<file path="src/rtl/fetch_sequencer.sv">
// Fetch sequencer: issues instruction-memory addresses and hands fetched words to decode with a skid register.
// Optional halt support is enabled by defining FETCH_SEQ_HALT_EN.
module fetch_sequencer #(
    parameter int WIDTH = 32,
    parameter int PC_W  = 8
) (
    input  logic             clk,
    input  logic             rst_n,
    output logic [PC_W-1:0]  pc,
    input  logic [WIDTH-1:0] ins,
    output logic [WIDTH-1:0] if_ins,
    output logic [PC_W-1:0]  if_pc,
    output logic             if_valid,
    input  logic             if_ready,
    input  logic             branch_en,
    input  logic [PC_W-1:0]  branch_target
`ifdef FETCH_SEQ_HALT_EN
    ,
    input  logic             halt_req,
    output logic             halted
`endif
);

    typedef enum logic [1:0] {
        S_FILL,
        S_RUN,
        S_HOLD,
        S_HALT
    } state_t;

    state_t            state_q, state_d;
    logic [PC_W-1:0]   fetch_pc_q, fetch_pc_d;
    logic [PC_W-1:0]   data_pc_q, data_pc_d;
    logic [WIDTH-1:0]  hold_ins_q, hold_ins_d;
    logic [PC_W-1:0]   hold_pc_q, hold_pc_d;
    logic [PC_W-1:0]   pc_inc;
    logic              halt_now;

`ifdef FETCH_SEQ_HALT_EN
    assign halt_now = halt_req;
    assign halted   = (state_q == S_HALT);
`else
    assign halt_now = 1'b0;
`endif

    assign pc     = fetch_pc_q;
    assign pc_inc = fetch_pc_q + PC_W'(1);

    always_comb begin
        state_d    = state_q;
        fetch_pc_d = fetch_pc_q;
        data_pc_d  = data_pc_q;
        hold_ins_d = hold_ins_q;
        hold_pc_d  = hold_pc_q;
        if_valid   = 1'b0;
        if_ins     = '0;
        if_pc      = '0;

        case (state_q)
            S_FILL: begin
                if (halt_now) begin
                    state_d = S_HALT;
                end else begin
                    data_pc_d  = fetch_pc_q;
                    fetch_pc_d = pc_inc;
                    state_d    = S_RUN;
                end
            end
            S_RUN: begin
                if_valid = 1'b1;
                if_ins   = ins;
                if_pc    = data_pc_q;
                if (if_ready) begin
                    if (halt_now) begin
                        state_d = S_HALT;
                    end else begin
                        data_pc_d  = fetch_pc_q;
                        fetch_pc_d = pc_inc;
                    end
                end else begin
                    // Park the shown word; keep pc so ins settles on the next word for release.
                    hold_ins_d = ins;
                    hold_pc_d  = data_pc_q;
                    data_pc_d  = fetch_pc_q;
                    state_d    = S_HOLD;
                end
            end
            S_HOLD: begin
                if_valid = 1'b1;
                if_ins   = hold_ins_q;
                if_pc    = hold_pc_q;
                if (if_ready) begin
                    if (halt_now) begin
                        state_d = S_HALT;
                    end else begin
                        data_pc_d  = fetch_pc_q;
                        fetch_pc_d = pc_inc;
                        state_d    = S_RUN;
                    end
                end
            end
            S_HALT: begin
                if (!halt_now) begin
                    state_d = S_FILL;
                end
            end
            default: state_d = S_FILL;
        endcase

        // A redirect overrides halt and handshake in every state.
        if (branch_en) begin
            fetch_pc_d = branch_target;
            state_d    = S_FILL;
        end
    end

    always_ff @(posedge clk) begin
        if (!rst_n) begin
            state_q    <= S_FILL;
            fetch_pc_q <= '0;
            data_pc_q  <= '0;
            hold_ins_q <= '0;
            hold_pc_q  <= '0;
        end else begin
            state_q    <= state_d;
            fetch_pc_q <= fetch_pc_d;
            data_pc_q  <= data_pc_d;
            hold_ins_q <= hold_ins_d;
            hold_pc_q  <= hold_pc_d;
        end
    end

endmodule

</file>
<file path="config.mk">
export PLATFORM = sky130hd
export DESIGN_NAME = fetch_sequencer
export DESIGN_NICKNAME = d
export VERILOG_FILES = /design/src/rtl/fetch_sequencer.sv
export SDC_FILE = /design/constraint.sdc
export NUM_CORES = 1
export LEC_CHECK = 0
export CAP_MARGIN = 5
export CORE_ASPECT_RATIO = 0.75
export CORE_MARGIN = 1.5
export CORE_UTILIZATION = 50
export CTS_CLUSTER_DIAMETER = 80
export CTS_CLUSTER_SIZE = 12
export DETAILED_ROUTE_END_ITERATION = 8
export HOLD_SLACK_MARGIN = 0.06
export PLACE_DENSITY = 0.85
export SLEW_MARGIN = 30
export SYNTH_ARGS = -nofsm -noshare
export SYNTH_HDL_FRONTEND = slang
export SYNTH_SLANG_ARGS = --single-unit
</file>
<file path="constraint.sdc">
create_clock -name clk -period 4.5 [get_ports clk]
set_clock_uncertainty 0.05 [all_clocks]
set_input_delay 1.125 -clock clk [delete_from_list [all_inputs] [get_ports clk]]
set_output_delay 1.125 -clock clk [all_outputs]
set_load 0.005 [all_outputs]
</file>
=== After elaboration in Yosys (flattened, before gate mapping) ===
Index checks and enable logic that the tools add are counted.

* Bits in registers: 58
* Input bits: 44
* Output and inout bits: 49
* Word-level logic and storage cells: 35

* Add/sub/neg operators: 1
* Equal/unequal tests: 6
* Mux-type cells: 11
* Bitwise operators: 2
* Reduce and logical (&&, ||, !) cells: 10

{| class="wikitable"
|+ Operator list
! operator !! number
|-
| $pmux W32 S2 || 1
|-
| $pmux W8 S2 || 3
|-
| $mux W8 || 3
|-
| $add A8 B1 Y8 const B || 1
|-
| $pmux W2 S4 || 1
|-
| $reduce_and A2 Y1 || 4
|-
| $reduce_or A2 Y1 || 3
|-
| $eq A2 B2 Y1 const B || 2
|-
| $mux W2 || 2
|-
| $ne A2 B2 Y1 const B || 2
|-
| $ne A3 B1 Y1 const B || 1
|-
| $reduce_bool A3 Y1 || 1
|-
| $eq A2 B1 Y1 const B || 1
|-
| $logic_not A2 Y1 || 1
|-
| $not A1 Y1 || 2
|-
| $reduce_bool A2 Y1 || 1
|-
| $mux W1 || 1
|}

=== Longest topological paths before layout ===
* Depth after elaboration: 4
* Gate-level depth with buffers: 7
* Mapped depth without buffers: 5

=== Least setup slack after synthesis ===
OpenSTA, ideal clock, no wires.

* Path kind: input port to output port
* Start: input port ins[0]
* End: output port if_ins[0]
* Data arrival time: 1.338 ns
* Required time: 3.325 ns
* Path slack: 1.987 ns
* Stages: 2
* Buffers on the path: 0
* Cells stage by stage: a22oi_1 nor2b_1

* Word-level cells in the longest chain between the ends: 1

{| class="wikitable"
|+ RTL lines
! element !! line !! source
|-
| start, declared || 10 || <nowiki>input logic [WIDTH-1:0] ins,</nowiki>
|-
| $pmux W32 S2 || 59 || <nowiki>case (state_q)</nowiki>
|-
| end, declared || 11 || <nowiki>output logic [WIDTH-1:0] if_ins,</nowiki>
|}

Every way passes these cells.

=== Worst setup path after layout ===
* Start: register state_q[1]
* End: output port if_ins[25]

* Word-level cells in the longest chain between the ends: 2
* Elaborated cells between the ends (all ways): 3
* Classes of those cells: 2 x eq/ne; 1 x mux

{| class="wikitable"
|+ RTL lines
! element !! line !! source
|-
| start, declared || 31 || <nowiki>state_t state_q, state_d;</nowiki>
|-
| start signal, assigned || 125 || <nowiki>state_q <= state_d;</nowiki>
|-
| $eq A2 B2 Y1 or $eq A2 B1 Y1 (tied branches) || 59 ||
|-
| $pmux W32 S2 (*) || 59 ||
|}

Mark *: on every way between the ends. The rest lies on a longest branch, timed or not.

==> results.py <==
metrics = {
    "status": {
        "status": "completed",
    },
    "sta": {
        "timing.hold.ws_ps": 411.4,
        "hold_viol": 0,
        "setup-tns-final_ps": 0,
        "period_share_pct": 87.20,
        "setup_viol": 0,
        "rsz0062_at_grt": "false",
        "worst_slew_pin_slew_ps": 910.2,
        "max_slew_margin_pct": 39.32,
        "drv_slew": 0,
        "fmax_ghz": 0.2549,
        "fin_crit_ps": 3924,
    },
    "grt": {
        "grt-ovfl-total": 0,
        "grt_usage_pct": 24.82,
        "first_global_vias": 2793,
        "grt_start_max_net_pins": 60,
        "antenna_found_initial": 0,
        "grt_pass1_wl_mm": 12.83,
    },
    "clock_tree": {
        "h-tree-depth": 3,
        "cts_hold_buf": 0,
        "cts-root-buf": "clkbuf_8",
        "ctsResizeCount": 0,
        "cts_sinks": 58,
        "post_cts_buffers": 0,
        "cts_tree": "yes",
        "cts.clk_slew.worst_paths_ps": 60,
        "cts_inserted_buffers": 9,
        "clk_latency_ps": 340,
        "clock_path_buffers": 2,
    },
    "worst_hold_path": {
        "hold_start": "hold_ins_q[16]",
        "min_to": "hold_ins_q[16]",
        "hold_depth": 2,
        "hold_class": "register to register",
    },
    "synthesis": {
        "syn_area_per_cell_um2": 7.959,
        "syn_area_um2": 3000,
        "ys.warnings.count": 0,
        "synth_top_family_by_area": "compound AO/OA/AOI/OAI gates",
        "synth_simple_gate_area_share_pct": 24.73,
        "synthesis.nets": 427,
        "synth_cell_types": 30,
        "ys_seq_area_share_pct": 38.70,
        "synth_fa_ha_area_share_pct": 2.502,
        "syn_inst": 377,
        "synth_compound_area_share_pct": 27.48,
        "synth_xor_area_share_pct": 0.2919,
        "synthMuxAreaShare_pct": 1.334,
        "ys_ff_latch": 58,
    },
    "cells_and_area": {
        "syn_to_final_growth_pct": 37.16,
        "final_common_cell": "clkdlybuf4s50_1",
        "final_core_util_pct": 71.01,
        "seqCellArea_um2": 1161,
        "num_antenna_cells": 0,
        "finalNonFillerCells": 537,
        "final_area_um2": 4115,
        "multi_input_area_um2": 1697,
        "nFillCells": 484,
        "layout_common_cells": "clkdlybuf4s50_1, nand2_1, dfxtp_1",
        "drive_gt1_share_pct": 5.229,
        "nets": 504,
    },
    "detailed_routing": {
        "drtAntennaViolNets": 0,
        "wl_per_cell_um": 14.46,
        "post-route-drc-count": 0,
        "dr.pass1.iters": 4,
        "drt-initial-drc-count": 208,
        "vias": 2934,
        "drt-total-wl_mm": 7.764,
        "via_per_inst": 5.464,
    },
    "pwr": {
        "seq_power_share_pct": 48.1,
        "swShare_pct": 26.55,
        "p_int_uw": 847.2,
        "clock_power_share_pct": 36.0,
        "ir_drop_v": 0.0001985,
        "pwr-share-comb_pct": 16.0,
        "p_per_area_nw_per_um2": 280.3,
        "leakage_nw": 1.316,
        "p_switching_uw": 306.2,
    },
    "critical_path": {
        "critPathKind": "register to primary output",
        "r2r_end": "data_pc_q[1]",
        "cp-start-kind": "register",
        "timing.rr.start": "state_q[0]",
        "rrSetupSlack_ps": 1970,
        "r2r.worst_path.cells": 6,
        "cp_max_fo": 24,
        "cp.required_ps": 3320,
        "crit_arrival_ps": 2750,
        "worst_setup_path_end_kind": "primary output",
    },
    "floorplan": {
        "io_pins": 93,
        "num_rows": 24,
        "die_w_um": 92.45,
        "initial_utilization_pct": 51.77,
        "dieArea_um2": 6479,
        "coreArea_um2": 5796,
        "die_h_um": 70.09,
    },
    "placement": {
        "place_inst": 521,
        "gp_congestion": 0.7560,
        "place_area_um2": 3940,
        "numPortBuffers": 92,
        "dp_hpwl_mm": 5.095,
    },
    "job": {
        "maxCapViolCount": 0,
    },
}
## flip-flops by register name, indices dropped and copies added, names as in the netlist
signal / cells
state_q: 2
hold_ins_q: 32
hold_pc_q: 8
data_pc_q: 8
pc: 8
## power by group through the flow
stage               combinational, mW  clock, mW  sequential [mW]
detailed placement              0.184          0            0.565
floorplan                      0.0952          0            0.560
global route                    0.202      0.445            0.557
finish                          0.184      0.415            0.554
CTS                             0.184      0.421            0.554
global placement                0.178          0            0.564
## Yosys cell counts (all sizes together)
cell type / instances / share of area [%]
o211ai: 1 / 0.25
buf: 8 / 1.3
ha: 6 / 2.5
xor2: 1 / 0.29
nand4: 1 / 0.21
inv: 4 / 0.50
nand3: 13 / 2.2
a21boi: 48 / 12
and2: 1 / 0.21
and3: 1 / 0.21
mux2i: 4 / 1.3
clkbuf: 25 / 3.1
a31oi: 6 / 1.3
o21ai: 18 / 3.0
or3: 4 / 0.83
or4: 3 / 0.75
or3b: 1 / 0.29
o32ai: 1 / 0.29
o31ai: 2 / 0.50
nand2b: 2 / 0.42
dfxtp: 58 / 39
nor2: 1 / 0.12
nor3: 1 / 0.17
nor2b: 43 / 9.0
a22oi: 40 / 10
a21oi: 1 / 0.17
nand2: 83 / 10
## metal layers
metal	global-route usage (%)	up-vias	routed length [um]
met5	0	-	0
met4	5.641	0	87
met3	7.952	7	517
met2	41.34	89	3651
met1	31.27	1379	3507
li1	-	1459	-
## how the worst max path moves through the flow
stage,to,start
detailed placement,if_ins[25],ins[25]
CTS,if_ins[25],state_q[1]
finish,if_ins[25],state_q[1]
floorplan,if_ins[0],ins[0]
global route,if_ins[25],state_q[1]
global placement,if_ins[14],ins[14]
## cell families after synthesis
kind of cell               count (synthesis)
xor gates and xnor gates                   1
buffers and inverters                     37
DFF                                       58
and+or+nand+nor                          154
muxes                                      4
adders and majority gates                  6
AOI/OAI and AO/OA                        117
## per-stage QoR
step | setup WS [ps] | power (mW)
after floorplan | 1987 | 0.6553
after global placement | 907.0 | 0.7423
after detailed placement | 907.5 | 0.7488
after CTS | 565.2 | 1.160
after global routing | 411.6 | 1.204
final | 576.2 | 1.153
## area by class of cell
cell class,count,share of cell area (%)
clock buffers,11,3.436
clock inverters,5,0.7297
inverters,4,0.3649
multi-input cells,282,41.23
flip-flops and latches,58,28.22
well taps,78,2.372
repair buffers,99,23.65
## worst max-delay path: stages, from the launching register on
cell and delay (ps):
dfxtp_1 350, inv_1 130, ha_1 770, buf_4 340
a22oi_1 110, nor2b_1 190, clkdlybuf4s50_1 520
No activity file was read; power rests on OpenSTA's default activity.
